===== src/rtl/rob_fill_arbiter.sv =====
// rob_fill_arbiter: round-robin arbiter sharing the single ROB fill port among NUM_REQ result producers.
// Define ROB_FILL_ARB_PIPE_EN to register the fill outputs (1-cycle latency) instead of the combinational ARB/HOLD path.
module rob_fill_arbiter #(
  parameter int NUM_REQ   = 4,
  parameter int ROB_IDX_W = 5,
  parameter int DATA_W    = 32,
  parameter int SRC_W     = $clog2(NUM_REQ)
) (
  input  logic                         clk,
  input  logic                         rst_n,
  input  logic                         flush,
  input  logic [NUM_REQ-1:0]           req_valid,
  output logic [NUM_REQ-1:0]           req_ready,
  input  logic [NUM_REQ*ROB_IDX_W-1:0] req_rob_idx,
  input  logic [NUM_REQ*DATA_W-1:0]    req_data,
  input  logic [NUM_REQ-1:0]           req_exc,
  output logic                         fill_valid,
  input  logic                         fill_ready,
  output logic [ROB_IDX_W-1:0]         fill_rob_idx,
  output logic [DATA_W-1:0]            fill_data,
  output logic                         fill_exc,
  output logic [SRC_W-1:0]             fill_src
);

  logic [SRC_W-1:0]     rr_ptr;
  logic [SRC_W-1:0]     winner;
  logic                 any_valid;
  logic [SRC_W-1:0]     sel;
  logic [ROB_IDX_W-1:0] sel_idx;
  logic [DATA_W-1:0]    sel_data;
  logic                 sel_exc;

  // Explicit compare keeps the wrap correct when NUM_REQ is not a power of two.
  function automatic logic [SRC_W-1:0] next_src(input logic [SRC_W-1:0] s);
    return (s == SRC_W'(NUM_REQ - 1)) ? '0 : s + 1'b1;
  endfunction

  always_comb begin
    logic [SRC_W:0] cand;
    any_valid = 1'b0;
    winner    = '0;
    cand      = '0;
    for (int k = 0; k < NUM_REQ; k++) begin
      cand = {1'b0, rr_ptr} + (SRC_W+1)'(k);
      if (cand >= (SRC_W+1)'(NUM_REQ))
        cand = cand - (SRC_W+1)'(NUM_REQ);
      if (!any_valid && req_valid[cand[SRC_W-1:0]]) begin
        any_valid = 1'b1;
        winner    = cand[SRC_W-1:0];
      end
    end
  end

  always_comb begin
    sel_idx  = '0;
    sel_data = '0;
    sel_exc  = 1'b0;
    for (int i = 0; i < NUM_REQ; i++) begin
      if (sel == SRC_W'(i)) begin
        sel_idx  = req_rob_idx[i*ROB_IDX_W +: ROB_IDX_W];
        sel_data = req_data[i*DATA_W +: DATA_W];
        sel_exc  = req_exc[i];
      end
    end
  end

`ifndef ROB_FILL_ARB_PIPE_EN
  localparam logic [0:0] ST_ARB  = 1'b0;
  localparam logic [0:0] ST_HOLD = 1'b1;

  logic [0:0]       state;
  logic [SRC_W-1:0] lock_id;
  logic             grant_valid;

  // HOLD pins the grant to the locked requester until the ROB takes it.
  assign sel         = (state == ST_HOLD) ? lock_id : winner;
  assign grant_valid = (state == ST_HOLD) ? req_valid[lock_id] : any_valid;

  always_comb begin
    fill_valid   = grant_valid && !flush;
    req_ready    = '0;
    fill_rob_idx = '0;
    fill_data    = '0;
    fill_exc     = 1'b0;
    fill_src     = '0;
    if (fill_valid) begin
      req_ready[sel] = fill_ready;
      fill_rob_idx   = sel_idx;
      fill_data      = sel_data;
      fill_exc       = sel_exc;
      fill_src       = sel;
    end
  end

  always_ff @(posedge clk or negedge rst_n) begin
    if (!rst_n) begin
      state   <= ST_ARB;
      lock_id <= '0;
      rr_ptr  <= '0;
    end else if (flush) begin
      state   <= ST_ARB;
      lock_id <= '0;
    end else if (state == ST_ARB) begin
      if (any_valid) begin
        if (fill_ready) begin
          rr_ptr <= next_src(winner);
        end else begin
          lock_id <= winner;
          state   <= ST_HOLD;
        end
      end
    end else if (fill_ready) begin
      rr_ptr <= next_src(lock_id);
      state  <= ST_ARB;
    end
  end
`else
  logic out_valid;
  logic accept;

  // The register takes a new winner whenever it is empty or being drained this cycle.
  assign sel        = winner;
  assign accept     = any_valid && (!out_valid || fill_ready) && !flush;
  assign fill_valid = out_valid;

  always_comb begin
    req_ready = '0;
    if (accept)
      req_ready[winner] = 1'b1;
  end

  always_ff @(posedge clk or negedge rst_n) begin
    if (!rst_n) begin
      out_valid    <= 1'b0;
      fill_rob_idx <= '0;
      fill_data    <= '0;
      fill_exc     <= 1'b0;
      fill_src     <= '0;
      rr_ptr       <= '0;
    end else if (flush) begin
      out_valid <= 1'b0;
    end else if (accept) begin
      out_valid    <= 1'b1;
      fill_rob_idx <= sel_idx;
      fill_data    <= sel_data;
      fill_exc     <= sel_exc;
      fill_src     <= winner;
      rr_ptr       <= next_src(winner);
    end else if (fill_ready) begin
      out_valid <= 1'b0;
    end
  end
`endif

endmodule


===== config.mk =====
export PLATFORM = sky130hd
export DESIGN_NAME = rob_fill_arbiter
export DESIGN_NICKNAME = d
export VERILOG_FILES = /design/src/rtl/rob_fill_arbiter.sv
export SDC_FILE = /design/constraint.sdc
export NUM_CORES = 1
export LEC_CHECK = 0
export ABC_AREA = 0
export ABC_CLOCK_PERIOD_IN_PS = 2600
export CAP_MARGIN = 20
export CORE_ASPECT_RATIO = 1.25
export CORE_MARGIN = 2
export CORE_UTILIZATION = 38
export CTS_CLUSTER_SIZE = 20
export DETAILED_ROUTE_END_ITERATION = 8
export GPL_ROUTABILITY_DRIVEN = 1
export PLACE_DENSITY_LB_ADDON = 0.2
export SKIP_CTS_REPAIR_TIMING = 1
export SLEW_MARGIN = 20
export SYNTH_ARGS = -nofsm -noshare
export SYNTH_HDL_FRONTEND = slang
export SYNTH_SLANG_ARGS = --single-unit

===== constraint.sdc =====
create_clock -name clk -period 2.6 [get_ports clk]
set_input_delay 0.26 -clock clk [delete_from_list [all_inputs] [get_ports clk]]
set_output_delay 0.26 -clock clk [all_outputs]
set_load 0.02 [all_outputs]

Yosys cells after proc, flatten, opt, wreduce, memory -nomap -nowiden
Index checks and enable logic that the tools add are counted.
{ "totals": {"ff_bits": 5, "inputBits": 160, "elab_cells": 105} }
{ "classes": {"mux": 57, "bitwise": 2, "reduce_logical": 14, "n_eq_ne": 9, "n_addsub": 9, "n_lt_le_gt_ge": 11} }
{ "ops": {"columns": ["operator", "n"], "rows": [
  ["32-bit 2-to-1 mux", 5],
  ["2-bit 2-to-1 mux", 20],
  ["5-bit 2-to-1 mux", 5],
  ["1-bit 2-to-1 mux", 20],
  ["2-bit by 3-bit < comparator with 1-bit output, second input constant", 6],
  ["1-bit binary-select mux with 2-bit select", 5],
  ["3-bit greater-or-equal comparator, second input constant", 3],
  ["2-bit equality test, second input constant", 4],
  ["2-bit inequality test, second input constant", 4],
  ["2-bit by 1-bit subtractor with 2-bit output, second input constant", 4],
  ["2-bit by 2-bit adder with 3-bit output, second input constant", 2],
  ["1-bit logical AND", 5],
  ["2-bit by 1-bit adder with 2-bit output, second input constant", 2],
  ["4-bit bitwise AND", 1],
  ["1-bit logical NOT", 4],
  ["4-bit 2-to-1 mux", 1],
  ["4-bit AND reduction", 1],
  ["2-bit nonzero test", 2],
  ["2-bit by 1-bit adder with 3-bit output, second input constant", 1],
  ["2-bit by 3-bit greater-or-equal comparator with 1-bit output, second input constant", 1],
  ["3-bit AND reduction", 1],
  ["1-bit demux with 2-bit select", 1],
  ["2-bit by 1-bit equality test with 1-bit output, second input constant", 1],
  ["2-bit by 1-bit greater-or-equal comparator with 1-bit output, second input constant", 1],
  ["2 further kinds", 2]
]} }

Longest topological paths before layout
Gate-level depths: netlist (run 1).
{ "depth": {"ltp_word": 21, "depth_mapped": 8, "depth_no_buf": 6} }

Worst setup path after synthesis (run 1)
No wires, ideal clock.
{ "synth_timing": {"path_type": "reg-to-output", "from": "register rr_ptr[1]", "to": "output fill_rob_idx[3]", "path_buffers": 3, "path_stages_with_launch": 9, "path_slack_ps": 310, "arrival_time_ps": 2030, "cell_sequence": "dfrtp_1 buf_4 mux2i_1 a221oi_2 nand4_1 and2_1 buf_6 buf_6 a311oi_2"} }
{ "synth_between": {"elab_chain_len": 21, "elab_cells_between_ends": 49} }
{ "synth_rtl": {"columns": ["item", "line_no", "rtl"], "rows": [
  ["start: declaration", "25", "logic [SRC_W-1:0] rr_ptr;"],
  ["start signal: assignment", "106", "rr_ptr <= next_src(winner);"],
  ["start signal: assignment", "113", "rr_ptr <= next_src(lock_id);"],
  ["parallel branches: the longest is 20 deep, another holds 2-bit by 1-bit adder with 3-bit output", null, null],
  ["5-bit 2-to-1 mux *", "86", "if (fill_valid) begin"],
  ["end: declaration", "19", "output logic [ROB_IDX_W-1:0] fill_rob_idx,"]
]} }
Mark *: on every way between the ends. The select of a mux whose other input is x is not followed.

Final worst setup path (run 1)
{ "layout_timing": {"from": "register rr_ptr[1]", "to": "output fill_data[22]"} }
{ "layout_between": {"elab_chain_len": 21, "elab_cells_between_ends": 49} }
{ "layout_rtl": {"columns": ["item", "line_no", "rtl"], "rows": [
  ["parallel branches: the longest is 20 deep, another holds 2-bit by 1-bit adder with 3-bit output", null, null],
  ["32-bit 2-to-1 mux *", "86", null],
  ["end: declaration", "20", "output logic [DATA_W-1:0] fill_data,"]
]} }
Marks and branches as above.

==> run_results.csv, run 1 <==
group,metric,value,unit
run_status,outcome,"finished with violations",
run_status,violations,"negative setup slack",
worst_setup_path,max_stage_delay,0.45,ns
floorplan,core-area,7883,um^2
timing,rsz0062_at_grt,"yes",
place,dp_hpwl,11770,um
worst_setup_path,cp_max_fo,12,
floorplan,die_height,105.2,um
clock_network,cts_buffers,3,
layout,drive_gt1_frac,0.2326,
global_route,grt_usage,0.3230,
timing,tightest_slew,0.3902,ns
place,port_buffers,204,
synthesis,synth-async-reset-ratio,1.000,
timing,hold_viol,0,
detailed_routing,wl_met1,5822,um
clock_network,path_clk_slew,0.04,ns
floorplan,ios,205,
synthesis,synth_common_cells,"nor2_1 (54), o21ai_0 (39), clkbuf_1 (37)",
global_route,grt_antenna_before_repair,0,
clock_network,ctsRootBufferMaster,"clkbuf_8",
worst_setup_path,cp.required,2.34,ns
synthesis,synth_ff_type,"dfrtp_1",
synthesis,synth_largest_area_cell,"nor2_1",
synthesis,netlist.area_leader.share,0.06516,
worst_setup_path,crit_family,"buffers and inverters",
global_route,grt_pass1_wl,23960,um
worst_setup_path,path_buf_inv,3,
clock_network,clk_latency,0.23,ns
clock_network,cts_tree,"yes",
power,leakagePower,2.413,nW
detailed_routing,drt_pre_antenna_iters,6,
timing,post-route-period-util,1.016,
synthesis,ys_seq_area_frac,0.04023,
timing,timing.setup.tns,-0.04277,ns
detailed_routing,drtAntennaViolNets,0,
synthesis,synth_edf_count,0,
timing,max-slew-margin-rel,0.7394,
timing,skew,0.006187,ns
worst_setup_path,crit_type,"flop to output port",
worst_setup_path,path_cells,"mux2i_4, a221oi_2, nand4_1, buf_4, a21oi_1, buf_4, a32o_1, dlymetal6s2s_1",
synthesis,synth_nets,632,
layout,finalNonFillerCells,783,
detailed_routing,drc,0,
flow_run,cap_violations,0,
detailed_routing,highest_layer,"met4",
timing,fin_crit,2.643,ns
floorplan,row_count,36,
worst_setup_path,worst_ep_arrival_time,2.38,ns
layout,utilization,0.7289,
synthesis,synthCells,472,
power,p_per_area,377.7,nW/um^2
detailed_routing,drt_iter0_drc,432,
timing,clock.fmax,0.3784,GHz
power,vdd_drop_max,0.2966,mV
clock_network,clk_path_buf_depth,2,
global_route,grt_start_max_net_pins,41,
detailed_routing,routed_wl,16040,um
place,routabilityCongestion,0.9036,
synthesis,ys_types,54,
global_route,overflow,0,
floorplan,die_x,84.92,um
synthesis,ys_ff_latch,5,
clock_network,h-tree-depth,1,
global_route,grt_pass1_vias,5194,
place,dpl-instance-area,5647,um^2
detailed_routing,drt-vias-per-instance,6.600,
detailed_routing,wl_met2,8058,um
timing,finalWorstSetupSlack,-0.04277,ns
clock_network,cts.sinks,5,
synthesis,synth_area_leaders,"nor2_1 (6.5%), o21ai_0 (6.3%), a21oi_1 (5.8%)",
floorplan,initial_core_util,0.3946,
layout,n_antenna_cell,0,
worst_hold_path,worstHoldPathType,"input port to async pin",
worst_setup_path,end_kind,"output port",
synthesis,ys_warn_count,0,
timing,setup_viol_count_final,1,
layout,design_area,5746,um^2
worst_setup_path,cpMostUsedCell,"buf_4",
detailed_routing,route.met3.wl,1580,um
worst_setup_path,slowest_stage,"dfrtp_2",
floorplan,dieArea,8930,um^2
timing,finalMaxSlewViolations,0,
place,place_inst,776,
detailed_routing,vias,5168,
synthesis,avgSynthCellArea,6.590,um^2
synthesis,yosysMostFrequentCell,"nor2_1",
synthesis,netlist_area,3110,um^2
worst_setup_path,cp-start-kind,"flop",
layout,fin_nets,849,
detailed_routing,wl_per_cell,20.49,um
layout,syn_to_final_growth,84.71,%
==> worst paths after layout <==
kind | from | end | slack [ns] | cells after the start
max | rr_ptr[1] | fill_data[22] | -0.04 | 8
max reg2reg | rr_ptr[1] | rr_ptr[0] | 0.73 | 7
max in group asynchronous | rst_n | state | 2.10 | 1
min | rst_n | lock_id[0] | 0.27 | 1
min reg2reg | lock_id[1] | lock_id[1] | 0.73 | 2
min in group clk | fill_ready | state | 0.73 | 2
==> final cells by class <==
type,count,area [um^2]
timing repair buffer,272,2628
tap,95,118.9
fill,618,2137
inverter,10,37.54
sequential,5,128.9
multi-input combinational,397,2788
clock buffer,4,45.04
==> worst reg2reg max path, delay by kind of cell (launching register included) <==
family / cells / cell delay, ns
buffers and inverters: 3 / 0.52
and+or+nand+nor: 2 / 0.30
DFF: 1 / 0.45
AOI/OAI and AO/OA: 2 / 0.49
==> cell usage in the layout, fill, tap and decap left out, drive strengths merged, types with 4 or more instances in the layout <==
| master | netlist | final |
|---|---|---|
| a221oi | 5 | 5 |
| nand2b | 15 | 15 |
| a21oi | 36 | 36 |
| a32o | 4 | 4 |
| a221o | 8 | 8 |
| dfrtp | 5 | 5 |
| mux2 | 15 | 15 |
| and2 | 4 | 4 |
| clkdlybuf4s50 | 0 | 156 |
| o21ai | 41 | 41 |
| clkbuf | 37 | 29 |
| a211oi | 16 | 16 |
| dlymetal6s2s | 0 | 20 |
| inv | 10 | 10 |
| o21bai | 5 | 5 |
| nor2 | 54 | 54 |
| a211o | 5 | 5 |
| o221a | 14 | 14 |
| o22ai | 22 | 22 |
| nand2 | 34 | 34 |
| nand3 | 16 | 16 |
| a311oi | 25 | 25 |
| o221ai | 7 | 7 |
| nor2b | 9 | 9 |
| o211ai | 18 | 18 |
| mux2i | 8 | 8 |
| buf | 23 | 71 |
| a31oi | 7 | 7 |
| a32oi | 7 | 7 |
==> metrics by stage <==
stage	setup WS (ns)	total power, mW	hold WS [ns]
2_1_floorplan	0.3097	1.085	-0.03559
3_3_place_gp	-0.5322	1.942	0.4957
3_5_place_dp	-0.5826	1.975	0.5001
4_1_cts	-0.5884	2.131	0.2695
5_1_grt	-0.04268	2.287	0.2855
6_report	-0.04277	2.170	0.2660
==> power by group <==
group,total (mW),leakage [nW],internal (mW),switching [mW]
Clock,0.151,0.0228,0.106,0.0449
Combinational,1.90,2.33,0.934,0.968
Sequential,0.116,0.0608,0.0900,0.0264
Total,2.17,2.41,1.13,1.04
==> metal layers <==
metal  vias up  track usage
met3        63      0.06477
met2       377       0.5832
met5         -            0
met4         0       0.1429
met1      2433       0.3596
li1       2295            -
==> flip-flops by register name, indices dropped and copies added, names as in the netlist <==
signal,count
lock_id,2
rr_ptr,2
state,1
==> cells by family after synthesis <==
kind of cell / Yosys count / synth area share
xor gates and xnor gates: 1 / 0.002816
muxes: 24 / 0.08729
DFF: 5 / 0.04023
and+or+nand+nor: 142 / 0.2116
buffers and inverters: 70 / 0.09975
AOI/OAI and AO/OA: 230 / 0.5583
No activity file was read; power rests on OpenSTA's default activity.
==> inputs of run 2 (changes only) <==
Settings changed: CORE_ASPECT_RATIO 1.25 to 0.9.
==> run 2 against run 1 <==
Net effect: fmax shrank 2.1%; clock skew shrank 0.0052 ns; sequential cell count is the same; critical endpoint is now fill_data[14]; power grew 6.8%; clock power is essentially flat; the run still ends with negative setup slack left; largest power group unchanged; non-clock buffer count grew 11.
==> run_results.csv, run 2 (same netlist as run 1, synthesis figures left out) <==
group,metric,value,unit
run_status,outcome,"finished with violations",
run_status,violations,"negative setup slack",
worst_setup_path,path_cells,"clkdlybuf4s50_1, inv_1, a221o_2, buf_4, clkbuf_16, a211oi_2, a311oi_2, o221a_1, buf_4",
detailed_routing,drt_iter0_drc,423,
detailed_routing,routed_wl,16650,um
timing,fin_crit,2.699,ns
worst_setup_path,end_kind,"output port",
power,p_per_area,386.5,nW/um^2
floorplan,die_height,89.83,um
timing,clock.fmax,0.3705,GHz
timing,finalWorstSetupSlack,-0.09880,ns
timing,finalMaxSlewViolations,0,
worst_setup_path,cp-start-kind,"input port",
layout,reg_top3,"lock_id: 2 flops, rr_ptr: 2 flops, state: 1 flops",
layout,fin_nets,860,
floorplan,row_count,31,
place,dp_hpwl,11640,um
layout,finalNonFillerCells,798,
layout,syn_to_final_growth,92.76,%
worst_setup_path,regToRegSetupSlack,0.79,ns
floorplan,core-area,7990,um^2
worst_setup_path,slowest_stage,"clkdlybuf4s50_1",
detailed_routing,drt_pre_antenna_iters,5,
timing,hold_viol,0,
detailed_routing,drtAntennaViolNets,0,
worst_setup_path,r2r_cells,7,
floorplan,dieArea,8926,um^2
timing,post-route-period-util,1.038,
clock_network,cts_tree,"yes",
detailed_routing,vias,5258,
place,place_inst,782,
flow_run,cap_violations,0,
worst_setup_path,reg2reg_to,"rr_ptr[0]",
global_route,grt_start_max_net_pins,49,
place,dpl-instance-area,5680,um^2
global_route,overflow,0,
worst_setup_path,crit_type,"input port to output port",
worst_setup_path,cp_max_fo,18,
worst_setup_path,cp.required,2.34,ns
timing,skew,0.001024,ns
clock_network,clk_latency,0.22,ns
clock_network,path_clk_slew,0.04,ns
power,leakagePower,2.404,nW
worst_setup_path,endpoint,"fill_data[14]",
global_route,grt_antenna_before_repair,0,
floorplan,ios,205,
clock_network,ctsRootBufferMaster,"clkbuf_8",
layout,n_antenna_cell,0,
timing,setup_viol_count_final,8,
global_route,grt_usage,0.3211,
clock_network,cts.sinks,5,
worst_hold_path,worstHoldPathType,"input port to async pin",
clock_network,clk_path_buf_depth,2,
clock_network,cts_buffers,3,
worst_setup_path,worst_ep_arrival_time,2.44,ns
timing,rsz0062_at_grt,"yes",
clock_network,h-tree-depth,1,
timing,tightest_slew,0.4245,ns
place,port_buffers,204,
layout,drive_gt1_frac,0.2847,
global_route,grt_pass1_wl,24080,um
place,dp_slack,-0.5443,ns
detailed_routing,drc,0,
detailed_routing,wl_per_cell,20.86,um
layout,mostFrequentLayoutCells,"clkdlybuf4s50_1 (156), buf_4 (74), nor2_1 (54), o21ai_0 (37), a21oi_1 (35)",
power,vdd_drop_max,0.2009,mV
worst_setup_path,cp-startpoint,"req_valid[3]",
worst_setup_path,r2r_start,"rr_ptr[0]",
floorplan,die_x,99.37,um
global_route,grt_pass1_vias,5055,
place,routabilityCongestion,0.9415,
layout,design_area,5996,um^2
worst_setup_path,max_stage_delay,0.49,ns
floorplan,initial_core_util,0.3893,
layout,final_common_cell,"clkdlybuf4s50_1",
detailed_routing,drt-vias-per-instance,6.589,
timing,max-slew-margin-rel,0.7165,
worst_setup_path,cpMostUsedCell,"buf_4",
-- run 2: area by class of cell --
cell class / count / area, um^2
well taps: 99 / 123.9
repair buffers: 283 / 2746
flip-flops and latches: 5 / 128.9
multi-input cells: 397 / 2914
clock buffers: 4 / 45.04
inverters: 10 / 37.54
fillers: 595 / 1994
-- run 2: worst min-delay path by stage --
stage,startpoint,endpoint,slack (ns),depth (start not counted)
after floorplan,rst_n,lock_id[0],-0.04,0
after global placement,rst_n,lock_id[1],0.50,1
after detailed placement,rst_n,lock_id[1],0.51,1
after CTS,rst_n,lock_id[1],0.27,1
after global routing,rst_n,lock_id[0],0.29,1
final,rst_n,lock_id[0],0.27,1
-- run 2: metrics by stage --
stage                     setup TNS [ns]  total power, mW    util  hold WS (ns)
after CTS                         -21.40            2.142  0.7166        0.2742
after detailed placement          -20.79            1.982  0.7109        0.5090
after floorplan                        0            1.085       -      -0.03559
final                            -0.3631            2.317  0.7504        0.2717
after global placement            -19.88            1.942  0.7109        0.4978
after global routing              -1.450            2.441  0.7504        0.2905
-- run 2: layer usage --
layer	vias up	wire length [um]	GRT usage
met5	-	0	0
met4	0	670	0.1347
met3	71	1798	0.04899
met2	419	7932	0.5445
met1	2455	6249	0.4016
li1	2313	-	-
-- run 2: critical path, delay by kind of cell --
family | cells | cell delay (ns)
buffers and inverters | 5 | 1.12
AOI/OAI and AO/OA | 4 | 1.05
-- run 2: power breakdown --
part	leakage [nW]	total, mW	switching, mW	internal [mW]
registers	0.0608	0.108	0.0181	0.0901
logic	2.32	2.06	1.04	1.02
clock network	0.0228	0.148	0.0420	0.106
total	2.40	2.32	1.10	1.22
==> inputs of run 3 (changes only) <==
Settings changed: SKIP_CTS_REPAIR_TIMING 1 to not set.
==> run 3 against run 2 <==
Net effect: worst setup slack gained 0.045 ns; power shrank 3.7%; wire length shrank 2.7%; critical path type is now flop to output port; the run still ends with negative setup slack left; combinational power shrank 4%; clock skew grew 0.0015 ns; highest routed layer unchanged; register-to-register slack gained 0.04 ns; global-route usage grew 1.5 points; cell area shrank 1.8%; sequential power grew 4%; first-iteration DRC count shrank 5.0%.
==> run_results.csv, run 3 (same netlist as run 1, synthesis figures left out) <==
group,metric,value,unit
run_status,outcome,"finished with violations",
run_status,violations,"negative setup slack",
detailed_routing,routed_wl,16190,um
place,port_buffers,204,
worst_setup_path,cp-startpoint,"rr_ptr[1]",
place,routabilityCongestion,0.9415,
worst_setup_path,cp_max_fo,37,
detailed_routing,wl_per_cell,20.37,um
power,vdd_drop_max,0.1909,mV
worst_setup_path,worst_ep_arrival_time,2.39,ns
worst_setup_path,reg2reg_to,"rr_ptr[0]",
detailed_routing,drc,0,
timing,skew,0.002557,ns
flow_run,cap_violations,0,
timing,timing.setup.tns,-0.1216,ns
detailed_routing,wl_met2,7775,um
layout,mostFrequentLayoutCells,"clkdlybuf4s50_1 (156), buf_4 (65), nor2_1 (53), o21ai_0 (37), a21oi_1 (34)",
power,switching_share,0.4748,
timing,max-slew-margin-rel,0.7210,
timing,fin_crit,2.654,ns
floorplan,core-area,7990,um^2
clock_network,path_clk_slew,0.04,ns
clock_network,postCtsHoldBufs,0,
detailed_routing,drt-vias-per-instance,6.577,
timing,finalWorstSetupSlack,-0.05393,ns
clock_network,cts_buffers,3,
detailed_routing,drt_iter0_drc,402,
worst_setup_path,crit_type,"flop to output port",
clock_network,cts_tree,"yes",
power,combPwrFrac,0.884,
global_route,grt_start_max_net_pins,49,
floorplan,die_height,89.83,um
floorplan,die_x,99.37,um
worst_setup_path,max_stage_delay,0.46,ns
timing,tightest_slew,0.4185,ns
layout,drive_gt1_frac,0.2759,
detailed_routing,wl_met1,6179,um
clock_network,h-tree-depth,1,
layout,utilization,0.7372,
floorplan,initial_core_util,0.3893,
layout,syn_to_final_growth,89.38,%
clock_network,ctsRootBufferMaster,"clkbuf_8",
clock_network,clk_latency,0.22,ns
timing,rsz0062_at_grt,"yes",
clock_network,clk_path_buf_depth,2,
global_route,grt_pass1_wl,25070,um
global_route,grt_usage,0.3363,
layout,reg_top3,"lock_id: 2 flops, rr_ptr: 2 flops, state: 1 flops",
global_route,overflow,0,
power,p_int,1.172,mW
power,clkPwrFrac,0.066,
power,p_sw,1.059,mW
global_route,grt_pass1_vias,5209,
detailed_routing,route.met3.wl,1606,um
timing,finalMaxSlewViolations,0,
timing,clock.fmax,0.3768,GHz
detailed_routing,drt_pre_antenna_iters,6,
detailed_routing,highest_layer,"met4",
timing,post-route-period-util,1.021,
floorplan,ios,205,
layout,final_common_cell,"clkdlybuf4s50_1",
floorplan,row_count,31,
place,dp_hpwl,11640,um
global_route,grt_antenna_before_repair,0,
layout,n_antenna_cell,0,
worst_setup_path,slowest_stage,"dfrtp_2",
power,p_per_area,378.7,nW/um^2
worst_hold_path,worstHoldPathType,"input port to async pin",
timing,hold_viol,0,
timing,setup_viol_count_final,4,
worst_setup_path,r2r_start,"rr_ptr[0]",
worst_setup_path,cp-start-kind,"flop",
clock_network,cts.sinks,5,
worst_setup_path,r2r_cells,7,
layout,fin_nets,857,
worst_setup_path,cp.required,2.34,ns
power,leakagePower,2.254,nW
worst_setup_path,regToRegSetupSlack,0.83,ns
worst_setup_path,path_cells,"mux2i_4, a221o_2, buf_12, a211oi_2, a311oi_2, o221a_1, clkdlybuf4s15_2",
floorplan,dieArea,8926,um^2
detailed_routing,vias,5229,
worst_setup_path,end_kind,"output port",
power,power_frac_seq,0.050,
detailed_routing,drtAntennaViolNets,0,
==> run 3: what timing repair did <==
action / in CTS / in global routing
pin swaps: 11 / 11
buffers inserted: 3 / 4
endpoints found under the setup margin: 45 / 39
gates cloned: 2 / 0
resized for setup: 163 / 56
==> run 3: layout make-up <==
class / count / area (um^2)
clock buffers: 4 / 45.04
fillers: 633 / 2100
flip-flops and latches: 5 / 128.9
inverters: 10 / 37.54
repair buffers: 280 / 2693
well taps: 99 / 123.9
multi-input cells: 397 / 2863
==> run 3: power groups by stage <==
| stage | Sequential, mW | Combinational [mW] | Clock, mW |
|---|---|---|---|
| after floorplan | 0.0922 | 0.993 | 0 |
| after global placement | 0.105 | 1.84 | 0 |
| after detailed placement | 0.106 | 1.88 | 0 |
| after CTS | 0.112 | 1.92 | 0.149 |
| after global routing | 0.115 | 2.08 | 0.157 |
| final | 0.112 | 1.97 | 0.147 |
==> run 3: worst max-delay path, delay by kind of cell (launching register included) <==
family                 cells  cell delay, ns
AOI/OAI and AO/OA          4            1.04
buffers and inverters      2            0.44
DFF                        1            0.46
muxes                      1            0.22
==> run 3: worst max-delay path by stage <==
stage                       to  slack, ns
2_1_floorplan  fill_rob_idx[3]       0.31
6_report         fill_data[12]      -0.05
5_1_grt          fill_data[12]      -0.11
3_3_place_gp     fill_data[27]      -0.53
4_1_cts          fill_data[30]      0.001
3_5_place_dp     fill_data[12]      -0.54
==> run 3: through the flow <==
stage               hold WS, ns  area, um^2  std cells  power, mW  worst slack [ns]
floorplan              -0.03559        3110        472      1.085            0.3097
global placement         0.4978        5680        782      1.942           -0.5267
detailed placement       0.5090        5680        782      1.982           -0.5443
CTS                      0.2740        5914        791      2.183          0.001116
global route             0.2905        5891        795      2.352           -0.1111
finish                   0.2727        5891        795      2.231          -0.05393
==> run 3: metal layers <==
metal | vias to the layer above | global-route usage
li1 | 2311 | -
met1 | 2463 | 0.4161
met2 | 393 | 0.5783
met3 | 62 | 0.05054
met4 | 0 | 0.1370
met5 | - | 0
